<file path="src/rtl/hazard_stall_ctrl_pkg.sv">
// Shared definitions for the pipeline stall/flush controller.
//   state_e      : controller state (RUN / MEM_WAIT)
//   REG_ZERO     : architectural zero register index (never a real dependency)
//   load_use_hit : true when a load in EX writes a register read by the instruction in ID
package hazard_stall_ctrl_pkg;

  typedef enum logic {
    RUN      = 1'b0,
    MEM_WAIT = 1'b1
  } state_e;

  localparam logic [4:0] REG_ZERO = 5'd0;

  function automatic logic load_use_hit(input logic       mem_read,
                                        input logic [4:0] ex_rt,
                                        input logic [4:0] id_rs,
                                        input logic [4:0] id_rt);
    return mem_read && (ex_rt != REG_ZERO) && ((ex_rt == id_rs) || (ex_rt == id_rt));
  endfunction

endpackage

</file>
<file path="src/rtl/sat_counter.sv">
// Saturating up-counter: increments on inc_i, sticks at all-ones, never wraps.
//   clk_i  : clock, rising edge
//   rst_i  : asynchronous active-low reset (clears the count)
//   inc_i  : count enable for this cycle
//   cnt_o  : current count
module sat_counter #(
  parameter int unsigned CNT_W = 16
) (
  input  logic             clk_i,
  input  logic             rst_i,
  input  logic             inc_i,
  output logic [CNT_W-1:0] cnt_o
);

  always_ff @(posedge clk_i or negedge rst_i) begin
    if (!rst_i) begin
      cnt_o <= '0;
    end else if (inc_i && (cnt_o != '1)) begin
      cnt_o <= cnt_o + CNT_W'(1);
    end
  end

endmodule

</file>
<file path="src/rtl/hazard_stall_ctrl.sv">
// Central stall/flush controller for the 5-stage pipeline. Each cycle it decides
// whether PC, IF/ID, ID/EX and EX/MEM load, hold, or take a bubble/flush.
// Priority: memory wait > load-use > taken-branch flush.
//   clk_i, rst_i                 : clock; asynchronous active-low reset
//   ID_RSAddr_i, ID_RTAddr_i     : source registers of the instruction in ID
//   EX_MemRead_i, EX_RTAddr_i    : load in EX and its destination register
//   Branch_taken_i               : branch/jump resolved taken in ID
//   MEM_req_i, MEM_ack_i         : data-memory request / completion
//   PCWrite_o .. MEM_WB_Bubble_o : pipeline register enables / bubble / flush selects (Mealy)
//   err_timeout_o                : sticky, memory wait reached TIMEOUT_CYC cycles
//   stall_cnt_o, flush_cnt_o     : saturating counts of stall / flush cycles
module hazard_stall_ctrl
  import hazard_stall_ctrl_pkg::*;
#(
  parameter int unsigned TIMEOUT_CYC = 64,
  parameter int unsigned CNT_W       = 16
) (
  input  logic             clk_i,
  input  logic             rst_i,
  input  logic [4:0]       ID_RSAddr_i,
  input  logic [4:0]       ID_RTAddr_i,
  input  logic             EX_MemRead_i,
  input  logic [4:0]       EX_RTAddr_i,
  input  logic             Branch_taken_i,
  input  logic             MEM_req_i,
  input  logic             MEM_ack_i,
  output logic             PCWrite_o,
  output logic             IF_ID_Write_o,
  output logic             IF_ID_Flush_o,
  output logic             ID_EX_Write_o,
  output logic             ID_EX_Bubble_o,
  output logic             EX_MEM_Write_o,
  output logic             MEM_WB_Bubble_o,
  output logic             err_timeout_o,
  output logic [CNT_W-1:0] stall_cnt_o,
  output logic [CNT_W-1:0] flush_cnt_o
);

  localparam int unsigned WAIT_W = $clog2(TIMEOUT_CYC + 1);

  state_e            state_q, state_d;
  logic [WAIT_W-1:0] wait_cnt_q;
  logic              err_q;
  logic              mem_stall;
  logic              load_use;

  always_comb begin
    state_d         = state_q;
    PCWrite_o       = 1'b1;
    IF_ID_Write_o   = 1'b1;
    IF_ID_Flush_o   = 1'b0;
    ID_EX_Write_o   = 1'b1;
    ID_EX_Bubble_o  = 1'b0;
    EX_MEM_Write_o  = 1'b1;
    MEM_WB_Bubble_o = 1'b0;
    mem_stall       = MEM_req_i && !MEM_ack_i;
    load_use        = load_use_hit(EX_MemRead_i, EX_RTAddr_i, ID_RSAddr_i, ID_RTAddr_i);

    if (!rst_i) begin
      // Reset is decoded combinationally so the pipeline is held the moment reset asserts.
      state_d         = RUN;
      PCWrite_o       = 1'b0;
      IF_ID_Write_o   = 1'b0;
      IF_ID_Flush_o   = 1'b1;
      ID_EX_Write_o   = 1'b0;
      ID_EX_Bubble_o  = 1'b1;
      EX_MEM_Write_o  = 1'b0;
      MEM_WB_Bubble_o = 1'b1;
    end else begin
      unique case (state_q)
        RUN: begin
          if (mem_stall) begin
            // Freeze starts in the request cycle itself, not one cycle later.
            state_d         = MEM_WAIT;
            PCWrite_o       = 1'b0;
            IF_ID_Write_o   = 1'b0;
            ID_EX_Write_o   = 1'b0;
            EX_MEM_Write_o  = 1'b0;
            MEM_WB_Bubble_o = 1'b1;
          end else if (load_use) begin
            // Branch is ignored here: its operands are stale until the load lands.
            PCWrite_o      = 1'b0;
            IF_ID_Write_o  = 1'b0;
            ID_EX_Bubble_o = 1'b1;
          end else if (Branch_taken_i) begin
            IF_ID_Flush_o = 1'b1;
          end
        end
        MEM_WAIT: begin
          if (!MEM_ack_i) begin
            PCWrite_o       = 1'b0;
            IF_ID_Write_o   = 1'b0;
            ID_EX_Write_o   = 1'b0;
            EX_MEM_Write_o  = 1'b0;
            MEM_WB_Bubble_o = 1'b1;
          end else begin
            state_d = RUN;
          end
        end
        default: state_d = RUN;
      endcase
    end
  end

  always_ff @(posedge clk_i or negedge rst_i) begin
    if (!rst_i) begin
      state_q    <= RUN;
      wait_cnt_q <= '0;
      err_q      <= 1'b0;
    end else begin
      state_q <= state_d;
      if ((state_q == RUN) && (state_d == MEM_WAIT)) begin
        wait_cnt_q <= '0;
      end else if (state_q == MEM_WAIT) begin
        if (wait_cnt_q != WAIT_W'(TIMEOUT_CYC)) begin
          wait_cnt_q <= wait_cnt_q + WAIT_W'(1);
        end
        // Flag only; the controller keeps waiting for the ack.
        if (wait_cnt_q == WAIT_W'(TIMEOUT_CYC - 1)) begin
          err_q <= 1'b1;
        end
      end
    end
  end

  assign err_timeout_o = err_q;

  sat_counter #(.CNT_W(CNT_W)) u_stall_cnt (
    .clk_i (clk_i),
    .rst_i (rst_i),
    .inc_i (!PCWrite_o),
    .cnt_o (stall_cnt_o)
  );

  sat_counter #(.CNT_W(CNT_W)) u_flush_cnt (
    .clk_i (clk_i),
    .rst_i (rst_i),
    .inc_i (IF_ID_Flush_o),
    .cnt_o (flush_cnt_o)
  );

endmodule
</file>
<file path="config.mk">
export PLATFORM = sky130hd
export DESIGN_NAME = hazard_stall_ctrl
export DESIGN_NICKNAME = d
export VERILOG_FILES = /design/src/rtl/hazard_stall_ctrl_pkg.sv /design/src/rtl/sat_counter.sv /design/src/rtl/hazard_stall_ctrl.sv
export SDC_FILE = /design/constraint.sdc
export NUM_CORES = 1
export LEC_CHECK = 0
export CAP_MARGIN = 20
export CORE_UTILIZATION = 45
export CTS_CLUSTER_DIAMETER = 120
export DETAILED_ROUTE_END_ITERATION = 16
export PLACE_DENSITY_LB_ADDON = 0.05
export REMOVE_ABC_BUFFERS = 1
export SLEW_MARGIN = 20
export SYNTH_ARGS = -nofsm -noshare
export SYNTH_HDL_FRONTEND = slang
export SYNTH_HIERARCHICAL = 1
export SYNTH_SLANG_ARGS = --single-unit
export TNS_END_PERCENT = 10
</file>
<file path="constraint.sdc">
create_clock -name clk_i -period 2.7 [get_ports clk_i]
set_input_delay 0.54 -clock clk_i [delete_from_list [all_inputs] [get_ports clk_i]]
set_output_delay 0.54 -clock clk_i [all_outputs]
set_load 0.02 [all_outputs]
</file>
==> After elaboration in Yosys (flattened, before gate mapping) <==
Index checks and enable logic that the tools add are counted.
{ "totals": {"in_bits": 21, "ff_bits": 41} }
{ "classes": {"bitwise_logic": 2, "n_reduce_logical": 14, "add_sub_neg": 3, "mux": 25, "eq_ne": 6} }
{ "ops": {"columns": ["operator", "count"], "rows": [
  ["adder 16 x 1 -> 16 bit, second input constant", 2],
  ["!= test 16 bit, second input constant", 2],
  ["2-to-1 mux 7 bit", 3],
  ["2-to-1 mux 1 bit", 19],
  ["== test 5 bit", 2],
  ["adder 7 x 1 -> 7 bit, second input constant", 1],
  ["== test 7 x 6 -> 1 bit, second input constant", 1],
  ["!= test 7 bit, second input constant", 1],
  ["logical AND 1 bit", 6],
  ["case mux 1 bit (2 select lines)", 3],
  ["nonzero test 5 bit", 1],
  ["nonzero test 2 bit", 2],
  ["AND reduction 3 bit", 1],
  ["logical NOT 1 bit", 2],
  ["inverter 1 bit", 2],
  ["AND reduction 2 bit", 1],
  ["logical OR 1 bit", 1]
]} }

==> Logic depth before layout (Yosys ltp) <==
{ "logic_depth": {"depth_word": 9, "mapped_depth": 8, "mapped_depth_nobuf": 8} }

==> Hierarchy <==
Netlist, hierarchy kept.
{ "by_module_without_submodules": {"columns": ["module", "seq_area_each_um2", "area_each_um2", "instances", "cells_per_inst"], "rows": [
  ["sat_counter", 400.4, 859.6, 2, 72],
  ["hazard_stall_ctrl", 225.2, 666.9, 1, 73]
]} }

==> Worst setup path after synthesis <==
Ideal clock, no wire load.
{ "synth_timing": {"kind": "input port to flip-flop", "start": "in EX_RTAddr_i[1]", "end": "reg u_flush_cnt.cnt_o[14]", "path_slack_ns": -0.134, "arrival_ns": 2.702, "path_stages": 7, "t_required_ns": 2.568, "cell_sequence": "or4_1 o21a_1 a31oi_1 nand2_1 nor4_4 nand4_1 xnor2_1"} }
{ "synth_between": {"elab_chain_len": 8, "elab_cells_between_ends": 11, "cone_classes": "eq/ne: 2; mux: 4; reduce/logical: 5"} }
{ "synth_lines": {"columns": ["item", "line_no", "source"], "rows": [
  ["from (decl)", "hazard_stall_ctrl.sv:23", "input logic [4:0] EX_RTAddr_i,"],
  ["== test 5 bit / nonzero test 5 bit (equally long branches)", "hazard_stall_ctrl_pkg.sv:18", "return mem_read && (ex_rt != REG_ZERO) && ((ex_rt == id_rs) || (ex_rt == id_rt));"],
  ["logical OR 1 bit / logical AND 1 bit (equally long branches)", "hazard_stall_ctrl_pkg.sv:18", null],
  ["logical AND 1 bit *", "hazard_stall_ctrl_pkg.sv:18", null],
  ["2-to-1 mux 1 bit *", "hazard_stall_ctrl.sv:80", "end else if (load_use) begin"],
  ["2-to-1 mux 1 bit *", "hazard_stall_ctrl.sv:72", "if (mem_stall) begin"],
  ["2-to-1 mux 1 bit *", "hazard_stall_ctrl.sv:70", "unique case (state_q)"],
  ["2-to-1 mux 1 bit *", "hazard_stall_ctrl.sv:59", "if (!rst_i) begin"],
  ["via IF_ID_Flush_o", "hazard_stall_ctrl.sv:29", "output logic IF_ID_Flush_o,"],
  ["logical AND 1 bit *", "sat_counter.sv:18", "end else if (inc_i && (cnt_o != '1)) begin"],
  ["to (signal assigned)", "sat_counter.sv:19", "cnt_o <= cnt_o + CNT_W'(1);"],
  ["to (decl)", "sat_counter.sv:12", "output logic [CNT_W-1:0] cnt_o"]
]} }
The timed path passes the listed nets; every way through them passes the cells marked *.
A chain may end at the register's enable or synchronous reset.

==> Worst setup path after layout <==
{ "layout_timing": {"start": "in EX_RTAddr_i[1]", "end": "out ID_EX_Bubble_o"} }
{ "layout_between": {"elab_chain_len": 7, "elab_cells_between_ends": 10, "cone_classes": "eq/ne: 2; mux: 4; reduce/logical: 4"} }
{ "layout_lines": {"columns": ["item", "line_no", "source"], "rows": [
  ["== test 5 bit / nonzero test 5 bit (equally long branches)", "hazard_stall_ctrl_pkg.sv:18", null],
  ["logical OR 1 bit / logical AND 1 bit (equally long branches)", "hazard_stall_ctrl_pkg.sv:18", null],
  ["logical AND 1 bit *", "hazard_stall_ctrl_pkg.sv:18", null],
  ["2-to-1 mux 1 bit *", "hazard_stall_ctrl.sv:80", null],
  ["2-to-1 mux 1 bit *", "hazard_stall_ctrl.sv:72", null],
  ["2-to-1 mux 1 bit *", "hazard_stall_ctrl.sv:70", null],
  ["2-to-1 mux 1 bit *", "hazard_stall_ctrl.sv:59", null],
  ["to (decl)", "hazard_stall_ctrl.sv:31", "output logic ID_EX_Bubble_o,"]
]} }
Every way passes the cells marked *; elsewhere a longest branch is shown, timed or not.

==> summary.txt <==
Placed design
  • Final HPWL DP: 3960 µm
  • PortBufs: 60
  • Global placer's final weighted congestion: 0.783

Synth
  • Ys Warns: 6
  • Post-Synthesis Cells: 217
  • Netlist cell types: 40
  • Synth top area share: 0.430
  • Seq cells post-synth: 41
  • Synthesized area per cell: 11.0 µm²
  • Leading area contributor after synthesis: dfrtp_1
  • Sequential fraction of the synthesis area: 0.430
  • Post-Synthesis Cell Area: 2390 µm²
  • Synth top area cells: dfrtp_1 43%, xnor2_1 7.7%, nand4_1 5.0%, nor4_4 3.6%, o21a_1 3.5%

Layout
  • Footprint of the multi-input gates: 1330 µm²
  • Fill cells: 430
  • Layout cells sized above 1: 0.204
  • Nets: 328
  • Register area: 1030 µm²
  • Synth-to-Final Area Change: 39.5%
  • Antenna diodes: 0

GRT
  • Gr ovfl total: 0
  • Vias in the first global route: 1801
  • Antenna violations before repair: 0
  • Largest net degree at the start of global routing: 42
  • First-pass GRT wire length: 8340 µm
  • GRT Overall Usage: 0.196

Power and ir drop
  • Cell leakage power: 1.43 nW
  • Maximum VDD drop: 0.584 mV
  • Final Power: 2.28 mW
  • Cell area power density: 685 nW/µm²

STA
  • Count of pins over their slew limit: 0
  • Fin crit period: 2.61 ns
  • Final-report hold violation count: 0
  • Worst slew pin tran: 0.609 ns
  • Worst Skew: 0.0135 ns
  • Unrepaired setup endpoints after global routing: no
  • Relative max-transition margin: 0.593
  • Worst Hold Slack: 0.348 ns
  • Achievable frequency: 384 MHz
  • Final period util: 0.965
  • Final setup fails: 0

Job
  • Max-cap violations: 0

Clock tree
  • Clock Pin Slew Worst Setup and Hold Paths: 0.09 ns
  • Clk root buf: clkbuf_8
  • Clk Latency, worst-skew pair: 0.30 ns
  • Num CTS Buffers: 5
  • CTS tree: done
  • CTS sink count: 41
  • Clk buf depth: 2
  • CTS H-tree lvls: 2

Setup path
  • CP max FO: 3
  • Worst Setup End Kind: primary output
  • CP required: 2.16 ns
  • CP Class: in2out
  • Critical Path AT: 2.07 ns
  • Critical Path Start Type: input pin

Route
  • Via count: 2044
  • Post-route ant nets: 0
  • DR DRC count: 0
  • TritonRoute pass-1 iters: 4
  • Avg WL per Cell: 14.0 µm
  • Via density: 5.47
  • Starting DRT DRC Count: 78
  • Routed wire length: 5250 µm

Floorplan
  • Die W: 74.8 µm
  • CORE AREA: 5110 µm²
  • Die Y: 74.8 µm
  • Starting density of the core: 0.467
  • Row count: 26
  • Io pins: 61
  • DIE AREA: 5600 µm²

Status
  • Status: completed

Worst hold path
  • Worst Hold Class: in2async
final timing paths:
check                               start              endpoint  slack [ns]  cells past startpoint
min in group clk_i          err_timeout_o         err_timeout_o        0.49                      2
max in group asynchronous           rst_i  u_stall_cnt/cnt_o[1]        1.99                      2
max                        EX_RTAddr_i[1]        ID_EX_Bubble_o        0.09                      6
min reg2reg                 err_timeout_o         err_timeout_o        0.49                      2
min                                 rst_i  u_stall_cnt/cnt_o[5]        0.35                      2
max reg2reg                       state_q  u_flush_cnt/cnt_o[5]        0.60                      9
stage by stage:
step | setup WS [ns] | area, µm² | setup TNS [ns] | util | cells
3_5_place_dp | -0.549 | 3200 | -8.23 | 0.627 | 365
3_3_place_gp | -0.560 | 3200 | -8.04 | 0.627 | 365
4_1_cts | -0.0335 | 3300 | -0.0335 | 0.647 | 373
6_report | 0.0949 | 3330 | 0 | 0.652 | 374
2_1_floorplan | -0.134 | 2360 | -0.646 | - | 214
5_1_grt | 0.0206 | 3330 | 0 | 0.652 | 374
state kept, by name, summed over array words and instances (netlist names):
| register | flops |
|---|---|
| u_flush_cnt/cnt_o | 16 |
| u_stall_cnt/cnt_o | 16 |
| wait_cnt_q | 7 |
| err_timeout_o | 1 |
| state_q | 1 |
cells in the final DEF, fill, tap and decap left out, drive strengths merged:
cell type,synthesis,final
or4,2,2
clkdlybuf4s50,0,51
dlymetal6s2s,0,3
a32oi,2,2
ha,4,4
nor3,3,3
and4,6,6
a31oi,8,8
o21a,11,11
a31o,2,2
clkbuf,0,6
o31ai,3,3
nand3,14,14
inv,6,6
o21ai,5,5
buf,3,27
mux2,2,2
a21oi,9,9
xor2,8,8
and3,5,5
nor4b,1,1
nand4,23,23
clkinv,0,1
nor4,4,4
or3,1,1
dfrtp,41,41
dlygate4sd2,0,1
mux2i,1,1
bufinv,0,1
and4b,2,2
o211ai,3,3
o22ai,1,1
nor2,13,13
xnor2,21,21
nand2,13,13
routing by layer:
metal,global-route usage,share of wire,wire length [µm]
met3,0.0415,0.049,259
met4,0.0566,0.011,56
met2,0.304,0.44,2300
met5,0,0,0
met1,0.278,0.50,2640
synthesized netlist by cell type:
library cell	n
dfrtp_1	41
xnor2_1	21
nand4_1	19
nand2_1	13
nand3_1	12
nor2_1	11
o21a_1	11
a21oi_1	9
a31oi_1	8
xor2_1	8
inv_1	6
and3_1	5
ha_1	4
nor4_4	4
o21ai_0	4
buf_4	3
a31o_2	2
a32oi_1	2
and4_1	2
and4_2	2
and4_4	2
and4b_1	2
mux2_1	2
nand3_4	2
nand4_2	2
nand4_4	2
nor2_2	2
nor3_2	2
o211ai_1	2
o31ai_4	2
mux2i_1	1
nor3_1	1
nor4b_2	1
o211ai_2	1
o21ai_4	1
o22ai_1	1
o31ai_1	1
or3_1	1
or4_1	1
or4_4	1
final cells by class:
class	count	share of cell area
Inverter	6	0.00676
Sequential cell	41	0.308
Timing Repair Buffer	82	0.226
Clock inverter	2	0.0116
Tap cell	70	0.0263
Clock buffer	6	0.0218
Multi-Input combinational cell	167	0.399
what timing repair did:
action                     4_1_cts  5_1_grt
hold buffers                     0        0
gates resized for setup         21        7
setup endpoints to repair       12       13
setup buffers                    0        1
pin swaps                        1        3
hold endpoints to repair         0        0
logic make-up after synthesis:
logic type / synth area share
XOR/XNOR: 0.106
AO/OA/AOI/OAI: 0.139
adder cells (fa/ha/maj): 0.0210
AND/OR/NAND/NOR: 0.271
multiplexers: 0.0136
flip-flops: 0.430
buffers and inverters: 0.0189
power breakdown:
group,internal (mW),switching (mW),leakage (nW)
clock network,0.278,0.217,0.0554
registers,0.742,0.211,0.545
logic,0.421,0.411,0.826
total,1.44,0.839,1.43
worst max-delay path, cell delays in order:
cell           delay (ns)
dlygate4sd2_1        0.27
or4_1                0.52
o21a_1               0.23
buf_4                0.14
a31o_2               0.22
buf_4                0.15
(Power assumes the default switching activity.)
